[config.mk]
export PLATFORM = sky130hd
export DESIGN_NAME = alu_protocol_monitor
export DESIGN_NICKNAME = d
export VERILOG_FILES = /design/src/rtl/alu_mon_pkg.sv /design/src/rtl/alu_mon_lat_pipe.sv /design/src/rtl/alu_protocol_monitor.sv
export SDC_FILE = /design/constraint.sdc
export NUM_CORES = 1
export LEC_CHECK = 0
export CAP_MARGIN = 10
export CORE_UTILIZATION = 55
export DETAILED_ROUTE_END_ITERATION = 10
export PLACE_DENSITY = 0.75
export SETUP_SLACK_MARGIN = 0.1
export SYNTH_ARGS = -nofsm -noshare
export SYNTH_HDL_FRONTEND = slang
export SYNTH_SLANG_ARGS = --single-unit
[constraint.sdc]
create_clock -name clk -period 6.2 [get_ports clk]
set_input_delay 1.24 -clock clk [delete_from_list [all_inputs] [get_ports clk]]
set_output_delay 1.24 -clock clk [all_outputs]
set_load 0.01 [all_outputs]
[src/rtl/alu_mon_pkg.sv]
// Shared types, class indices and operand-requirement decode
// for the ALU protocol monitor.
package alu_mon_pkg;

    typedef enum logic {
        IDLE,
        WAIT
    } mon_state_t;

    typedef enum logic [2:0] {
        REQ_NONE,
        REQ_A,
        REQ_B,
        REQ_BOTH,
        REQ_ILLEGAL
    } req_t;

    localparam int C_ILLEGAL_CMD     = 0;
    localparam int C_VALID_MISMATCH  = 1;
    localparam int C_OPERAND_TIMEOUT = 2;
    localparam int C_CMD_CHANGED     = 3;
    localparam int C_CE_HOLD         = 4;
    localparam int C_LOGIC_FLAG      = 5;
    localparam int C_CMP_MISMATCH    = 6;
    localparam int C_ROT_ERR         = 7;
    localparam int NUM_CLASSES       = 8;

    // Legal commands never exceed 13, so 8 bits in the pipe is lossless.
    localparam int PIPE_CMD_W = 8;

    typedef struct packed {
        logic                  valid;
        logic                  mode;
        logic [PIPE_CMD_W-1:0] cmd;
        logic                  exp_g;
        logic                  exp_l;
        logic                  exp_e;
        logic                  rot_bad;
    } exp_t;

    function automatic req_t req_of(input logic mode, input logic [31:0] cmd);
        req_t r;
        r = REQ_ILLEGAL;
        if (mode) begin
            unique case (1'b1)
                (cmd inside {4, 5}):          r = REQ_A;
                (cmd inside {6, 7}):          r = REQ_B;
                (cmd inside {[0:3], [8:10]}): r = REQ_BOTH;
                default:                      r = REQ_ILLEGAL;
            endcase
        end else begin
            unique case (1'b1)
                (cmd inside {6, 8, 9}):          r = REQ_A;
                (cmd inside {7, 10, 11}):        r = REQ_B;
                (cmd inside {[0:5], 12, 13}):    r = REQ_BOTH;
                default:                         r = REQ_ILLEGAL;
            endcase
        end
        return r;
    endfunction

    function automatic logic [2:0] lowest_idx(input logic [NUM_CLASSES-1:0] v);
        logic [2:0] idx;
        idx = '0;
        for (int i = NUM_CLASSES - 1; i >= 0; i--) begin
            if (v[i]) idx = 3'(i);
        end
        return idx;
    endfunction

endpackage

[src/rtl/alu_mon_lat_pipe.sv]
// Fixed-depth shift pipe carrying the expected-result record
// from operand completion to the cycle the DUT presents its result.
module alu_mon_lat_pipe
    import alu_mon_pkg::*;
#(
    parameter int DEPTH = 1
) (
    input  logic clk,
    input  logic rst,
    input  exp_t push,
    output exp_t pop
);

    exp_t stage [DEPTH];

    always_ff @(posedge clk) begin
        if (rst) begin
            for (int i = 0; i < DEPTH; i++) stage[i] <= '0;
        end else begin
            stage[0] <= push;
            for (int i = 1; i < DEPTH; i++) stage[i] <= stage[i-1];
        end
    end

    assign pop = stage[DEPTH-1];

endmodule

[src/rtl/alu_protocol_monitor.sv]
// Passive ALU protocol monitor: split-operand tracking, latency-aligned
// result checks, registered violation reporting and saturating counters.
module alu_protocol_monitor
    import alu_mon_pkg::*;
#(
    parameter int WIDTH       = 8,
    parameter int CMD_WIDTH   = 4,
    parameter int WAIT_CYCLES = 16,
    parameter int DUT_LAT     = 1,
    parameter int CNT_WIDTH   = 16
) (
    input  logic                 clk,
    input  logic                 rst,
    input  logic                 clr,
    input  logic                 CE,
    input  logic                 MODE,
    input  logic                 CIN,
    input  logic [CMD_WIDTH-1:0] CMD,
    input  logic [1:0]           INP_VALID,
    input  logic [WIDTH-1:0]     OPA,
    input  logic [WIDTH-1:0]     OPB,
    input  logic [WIDTH:0]       RES,
    input  logic                 ERR,
    input  logic                 OFLOW,
    input  logic                 COUT,
    input  logic                 G,
    input  logic                 L,
    input  logic                 E,
    output logic                 viol_valid,
    output logic [2:0]           viol_code,
    output logic [7:0]           viol_vec,
    output logic [7:0]           viol_mask,
    input  logic [2:0]           cnt_sel,
    output logic [CNT_WIDTH-1:0] cnt_value,
    output logic                 busy
);

    localparam int WCW      = $clog2(WAIT_CYCLES + 1);
    localparam int ROT_BITS = $clog2(WIDTH);

    mon_state_t           state, nxt_state;
    logic [WCW-1:0]       wcnt, nxt_wcnt;
    logic [1:0]           rcv, nxt_rcv, rcv_or;
    logic [CMD_WIDTH-1:0] lat_cmd, nxt_cmd, iss_cmd;
    logic                 lat_mode, nxt_mode, iss_mode;
    logic [WIDTH-1:0]     lat_a, lat_b, nxt_a, nxt_b, iss_a, iss_b;
    logic                 issue;
    req_t                 req;
    logic                 hold_q;
    logic [WIDTH:0]       res_q;
    logic [NUM_CLASSES-1:0] det;
    logic [CNT_WIDTH-1:0] cnt [NUM_CLASSES];
    exp_t                 push, pop;
    logic                 unused_cin;

    assign unused_cin = CIN;
    assign req        = req_of(MODE, 32'(CMD));
    assign rcv_or     = rcv | INP_VALID;

    always_comb begin
        det       = '0;
        issue     = 1'b0;
        iss_a     = OPA;
        iss_b     = OPB;
        iss_mode  = MODE;
        iss_cmd   = CMD;
        nxt_state = state;
        nxt_wcnt  = wcnt;
        nxt_rcv   = rcv;
        nxt_cmd   = lat_cmd;
        nxt_mode  = lat_mode;
        nxt_a     = lat_a;
        nxt_b     = lat_b;
        if (CE) begin
            unique case (state)
                IDLE: begin
                    if (INP_VALID != 2'b00) begin
                        unique case (req)
                            REQ_ILLEGAL: det[C_ILLEGAL_CMD] = 1'b1;
                            REQ_A: begin
                                if (INP_VALID == 2'b01) issue = 1'b1;
                                else det[C_VALID_MISMATCH] = 1'b1;
                            end
                            REQ_B: begin
                                if (INP_VALID == 2'b10) issue = 1'b1;
                                else det[C_VALID_MISMATCH] = 1'b1;
                            end
                            REQ_BOTH: begin
                                if (INP_VALID == 2'b11) begin
                                    issue = 1'b1;
                                end else begin
                                    nxt_state = WAIT;
                                    nxt_rcv   = INP_VALID;
                                    nxt_wcnt  = WCW'(1);
                                    nxt_cmd   = CMD;
                                    nxt_mode  = MODE;
                                    nxt_a     = OPA;
                                    nxt_b     = OPB;
                                end
                            end
                            default: ;
                        endcase
                    end
                end
                WAIT: begin
                    if (CMD != lat_cmd || MODE != lat_mode) begin
                        det[C_CMD_CHANGED] = 1'b1;
                        nxt_state          = IDLE;
                    end else begin
                        nxt_rcv = rcv_or;
                        if (INP_VALID[0] && !rcv[0]) nxt_a = OPA;
                        if (INP_VALID[1] && !rcv[1]) nxt_b = OPB;
                        if (rcv_or == 2'b11) begin
                            issue     = 1'b1;
                            iss_a     = nxt_a;
                            iss_b     = nxt_b;
                            iss_mode  = lat_mode;
                            iss_cmd   = lat_cmd;
                            nxt_state = IDLE;
                        end else if (wcnt == WCW'(WAIT_CYCLES)) begin
                            det[C_OPERAND_TIMEOUT] = 1'b1;
                            nxt_state              = IDLE;
                        end else begin
                            nxt_wcnt = wcnt + 1'b1;
                        end
                    end
                end
                default: ;
            endcase
            if (pop.valid) begin
                if (!pop.mode) begin
                    if (OFLOW || COUT) det[C_LOGIC_FLAG] = 1'b1;
                    if ((pop.cmd == 8'd12 || pop.cmd == 8'd13) && pop.rot_bad && !ERR)
                        det[C_ROT_ERR] = 1'b1;
                end else if (pop.cmd == 8'd8 && {G, L, E} != {pop.exp_g, pop.exp_l, pop.exp_e}) begin
                    det[C_CMP_MISMATCH] = 1'b1;
                end
            end
        end
        // Hold check watches the DUT result even while CE is low.
        if (hold_q && RES != res_q) det[C_CE_HOLD] = 1'b1;
    end

    always_comb begin
        push         = '0;
        push.valid   = issue;
        push.mode    = iss_mode;
        push.cmd     = PIPE_CMD_W'(iss_cmd);
        push.exp_g   = iss_a > iss_b;
        push.exp_l   = iss_a < iss_b;
        push.exp_e   = iss_a == iss_b;
        push.rot_bad = (iss_b >> ROT_BITS) != '0;
    end

    alu_mon_lat_pipe #(
        .DEPTH (DUT_LAT)
    ) u_pipe (
        .clk  (clk),
        .rst  (rst),
        .push (push),
        .pop  (pop)
    );

    always_ff @(posedge clk) begin
        if (rst) begin
            state      <= IDLE;
            wcnt       <= '0;
            rcv        <= '0;
            lat_cmd    <= '0;
            lat_mode   <= 1'b0;
            lat_a      <= '0;
            lat_b      <= '0;
            hold_q     <= 1'b0;
            res_q      <= '0;
            viol_valid <= 1'b0;
            viol_code  <= '0;
            viol_vec   <= '0;
            viol_mask  <= '0;
            for (int i = 0; i < NUM_CLASSES; i++) cnt[i] <= '0;
        end else begin
            state      <= nxt_state;
            wcnt       <= nxt_wcnt;
            rcv        <= nxt_rcv;
            lat_cmd    <= nxt_cmd;
            lat_mode   <= nxt_mode;
            lat_a      <= nxt_a;
            lat_b      <= nxt_b;
            hold_q     <= !CE;
            res_q      <= RES;
            viol_valid <= |det;
            viol_code  <= lowest_idx(det);
            viol_vec   <= det;
            viol_mask  <= clr ? det : (viol_mask | det);
            for (int i = 0; i < NUM_CLASSES; i++) begin
                if (clr) cnt[i] <= CNT_WIDTH'(det[i]);
                else if (det[i] && cnt[i] != '1) cnt[i] <= cnt[i] + 1'b1;
            end
        end
    end

    assign cnt_value = cnt[cnt_sel];
    assign busy      = (state == WAIT);

endmodule

# After elaboration in Yosys (flattened, before gate mapping)
# Memories as Yosys holds them, arrays and structs flattened.
# Index checks and enable logic that the tools add are counted.
# word_totals
mem_bits_rw	138
register_bits	59
input_bits	46
wordCells	278
out_inout_bits	37
mem_count	2
# mem_list
name	words	word_bits	rd	rd_clocked_by_memory_dff	write_ports	line_no	source
cnt	8	16	9	0	8	alu_protocol_monitor.sv:52	logic [CNT_WIDTH-1:0] cnt [NUM_CLASSES];
u_pipe.stage	1	10	1	0	1	alu_mon_lat_pipe.sv:14	exp_t stage [DEPTH];
# classes
n_mux	144
reduce_logical	40
n_addsub	9
n_eq_ne	41
bitwise	20
order_cmp	7
# op_table
cell	count
$mux 16	16
$mux 8	19
$add 16x1->16 const B	8
$ne 16x16->1 const B	8
$mux 1	71
$pmux 8 s2	2
$mux 5	6
$eq 4x4->1 const B	6
$eq 8x4->1 const B	3
$mux 3	7
$mux 4	5
$mux 2	9
$pmux 3 s3	2
$logic_and 1x1->1	17
$eq 4x3->1 const B	4
$or 1x1->1	16
$mux 10	1
$ne 2x2->1 const B	5
$pmux 5 s2	1
$reduce_and 5->1	2
$reduce_or 10->1	1
$ne 9x9->1	1
$reduce_bool 3->1	3
$eq 8x8->1	1
33 further kinds	47

# Depth between registers and ports, before layout
# depth
word_depth	16
mapped_depth	14
ltp_nobuf	11

# Cells and area by module
# Synthesis repeated with hierarchy kept, for this count alone.
# hier_totals
cells_unflattened	1015
hier_area_um2	10852.9
# by_module_without_submodules
mod	instances	cells_each	area_per_inst_um2	seq_area_each_um2
alu_protocol_monitor	1	986	10445.0	5024.8
alu_mon_lat_pipe	1	29	407.9	280.3

# Least setup slack after synthesis
# No wires, ideal clock.
# synth_path
path_kind	input to output
startpoint	in cnt_sel[0]
endpoint	out cnt_value[0]
arrival_ns	2.672
path_buffers	3
required_ns	4.960
cell_stages	5
setup_slack_ns	2.288
path_cell_list	buf_2 -> buf_2 -> clkbuf_1 -> mux4_2 -> mux2_2
# synth_via
elab_chain_cells	1
# synth_lines
item	line_no	source
start: declaration	alu_protocol_monitor.sv:33	input logic [2:0] cnt_sel,
$mem_v2 8x16	-	
end: declaration	alu_protocol_monitor.sv:34	output logic [CNT_WIDTH-1:0] cnt_value,
# No other way between the ends.

# Final worst setup path
# layout_path
startpoint	in cnt_sel[1]
endpoint	out cnt_value[11]
# Same word-level chain as after synthesis.

==> impl_metrics.json <==
{
  "crit_fanout": 16,
  "area_growth_pct": 14.3,
  "numCtsBuffers": 17,
  "syn-num-nets": 1096,
  "diodes": 0,
  "drt_iter0_drc": 584,
  "gp_congestion": 0.877,
  "synth_top_flop_cell": "edfxtp_1",
  "max_stage_delay_ns": 1.00,
  "crit_chain": "clkdlybuf4s50_1 > buf_4 > mux4_2 > mux2_2 > clkdlybuf4s50_1",
  "end_kind": "output pin",
  "io_buffers": 81,
  "antenna_left": 0,
  "clock_skew_ns": 0.0132,
  "die_w_um": 144,
  "clk_latency_ns": 0.45,
  "criticalPathCategory": "input pin to output pin",
  "min_period_ns": 5.06,
  "die_h_um": 144,
  "grt_util_all_layers_pct": 26.4,
  "num_vias": 8079,
  "core.rowCount": 51,
  "drive_above_1_share_pct": 11.6,
  "finish.instance_area_sq_um": 12700,
  "finalNetCount": 1154,
  "dp_hpwl_um": 18500,
  "slowest_stage": "clkdlybuf4s50_1",
  "ys_seq_elements": 197,
  "cap_violations": 0,
  "cts-root-buf": "clkbuf_16",
  "die_area_sq_um": 20800,
  "crit_path_start_kind": "input pin",
  "status": "finished clean",
  "ys_seq_area_share_pct": 47.0,
  "post_cts_resized": 0,
  "core_sq_um": 19700,
  "syn_inst": 1032,
  "cts_setup_buffers": 0,
  "finalMaxSlewViolations": 0,
  "final_util_pct": 64.6,
  "wl_um": 25700,
  "path_clk_slew_ns": 0.07,
  "cts_hold_buffers": 0,
  "ios": 83,
  "initial_utilization_pct": 56.6,
  "ir_drop_uv": 169,
  "antenna_found_initial": 1,
  "reg2regPathDepth": 11,
  "grt_max_degree": 44,
  "placed_cell_area_sq_um": 12100,
  "power_uw": 3020,
  "setup_viol": 0,
  "max_freq_mhz": 197,
  "drc": 0,
  "synth-edff-count": 128,
  "fin_tns_setup_ns": 0,
  "tightest_slew_ns": 0.947,
  "clock-sinks": 197,
  "synth_warnings": 0,
  "arrival_ns": 3.82,
  "grt_overflow_total": 0,
  "firstDrtPassIters": 5,
  "clockBufferDepth": 2,
  "slew_headroom_pct": 36.9,
  "viasPerCell": 5.91,
  "cts_htree_levels": 4,
  "rsz0062_at_grt": "no",
  "post_drt_wl_per_cell_um": 18.8,
  "cts_tree": "yes",
  "ys_types": 75,
  "postLayoutSetupSlackWorst_ns": 1.14,
  "synthArstFlopShare_pct": 0,
  "syn_area_per_cell_sq_um": 10.8,
  "hold_viol_final": 0,
  "hold_depth": 1,
  "grt_pass1_wl_um": 41100,
  "syn_area_sq_um": 11100,
  "crit_required_ns": 4.96,
  "worst_path_most_repeated_cell": "clkdlybuf4s50_1",
  "grt_pass1_vias": 7619,
  "place_ws_ns": 1.10,
  "leakagePower_uw": 0.00454,
  "timing.final.crit_share_pct": 81.7,
  "power_density_nw_per_um2": 238,
  "hold_class": "flop to flop"
}
## critical path, delay by kind of cell
| kind | cells | cell delay [ns] |
|---|---|---|
| multiplexers | 2 | 0.70 |
| buffers and inverters | 3 | 1.86 |
## synth_stat cells (6+ instances only)
cell / count / area (sq um)
nor2_1: 138 / 518
edfxtp_1: 128 / 3840
nand2_1: 104 / 390
xor2_1: 73 / 639
dfxtp_1: 69 / 1380
xnor2_1: 51 / 447
nand3_1: 46 / 230
mux4_2: 32 / 721
and3_1: 28 / 175
nand4_1: 28 / 175
mux2i_1: 27 / 270
inv_1: 22 / 82.6
clkbuf_1: 21 / 78.8
nor3_1: 20 / 100
a21oi_1: 19 / 95.1
buf_2: 19 / 95.1
ha_1: 18 / 225
nor2b_1: 18 / 113
mux2_2: 16 / 180
nor4_2: 11 / 138
a21o_1: 10 / 75.1
and4_1: 9 / 78.8
o21ai_0: 9 / 45.0
mux2_1: 8 / 90.1
nand2b_1: 8 / 50.1
nor4_1: 6 / 37.5
## sequential cells by signal (all words and copies together), names as in the netlist
name	flops
lat_b	8
busy	1
res_q	9
cnt	128
lat_mode	1
u_pipe.stage	10
viol_code	3
viol_vec	8
lat_cmd	4
rcv	2
hold_q	1
viol_valid	1
viol_mask	8
lat_a	8
wcnt	5
## cell type report
class	instances	area (sq um)
inverters	22	82.6
well taps	265	332
clock buffers	21	514
flip-flops and latches	197	5230
fillers	1586	6950
multi-input cells	762	5560
clock inverters	11	126
repair buffers	90	868
## path summary, 6_finish.rpt
check / startpoint / endpoint / slack, ns
setup reg to reg: lat_cmd[3]$_SDFFE_PP0P_ / u_pipe.stage[0][2]$_SDFF_PP0_ / 3.13
hold / removal: viol_mask[2]$_SDFF_PP0_ / viol_mask[2]$_SDFF_PP0_ / 0.45
hold reg to reg: viol_mask[2]$_SDFF_PP0_ / viol_mask[2]$_SDFF_PP0_ / 0.45
setup / recovery: cnt_sel[1] / cnt_value[11] / 1.14
## per-stage QoR
stage          hold WS [ns]  cells
5_1_grt               0.478   1368
6_report              0.449   1368
4_1_cts               0.455   1368
3_5_place_dp          0.438   1336
3_3_place_gp          0.437   1336
2_1_floorplan         0.431   1032
## cells in the final DEF (no fill, tap or decap), drive strengths merged, types with 6 or more instances in the layout
master / count
and4: 9
mux2: 24
nand2b: 9
mux2i: 27
nand3: 47
buf: 11
xor2: 74
nand2: 105
o21ai: 11
nor4: 18
ha: 18
clkdlybuf4s50: 79
and3: 28
a21oi: 19
xnor2: 54
inv: 28
clkbuf: 21
nor3: 22
or2: 6
a21o: 10
mux4: 32
nand4: 28
edfxtp: 128
nor2: 138
nor2b: 18
dfxtp: 69
## report_power, final
group | switching, uW | leakage [uW] | internal (uW)
sequential | 69.3 | 0.00199 | 1450
combinational | 154 | 0.00224 | 152
clock | 541 | 0.000317 | 653
## cells by family after synthesis
family,count (synthesis),share of synthesized area [%]
adder cells (fa/ha/maj),18,2.03
AO/OA/AOI/OAI,80,5.23
buffers and inverters,73,3.05
flip-flops,197,47.0
multiplexers,83,11.3
AND/OR/NAND/NOR,453,21.0
XOR/XNOR,128,10.4
## metal layers
metal  GRT usage (%)  wire (um)
met1            37.0      11500
met2            40.6      11700
met3            6.36       2070
met4            7.31        419
met5               0          0
(Power assumes the default switching activity.)
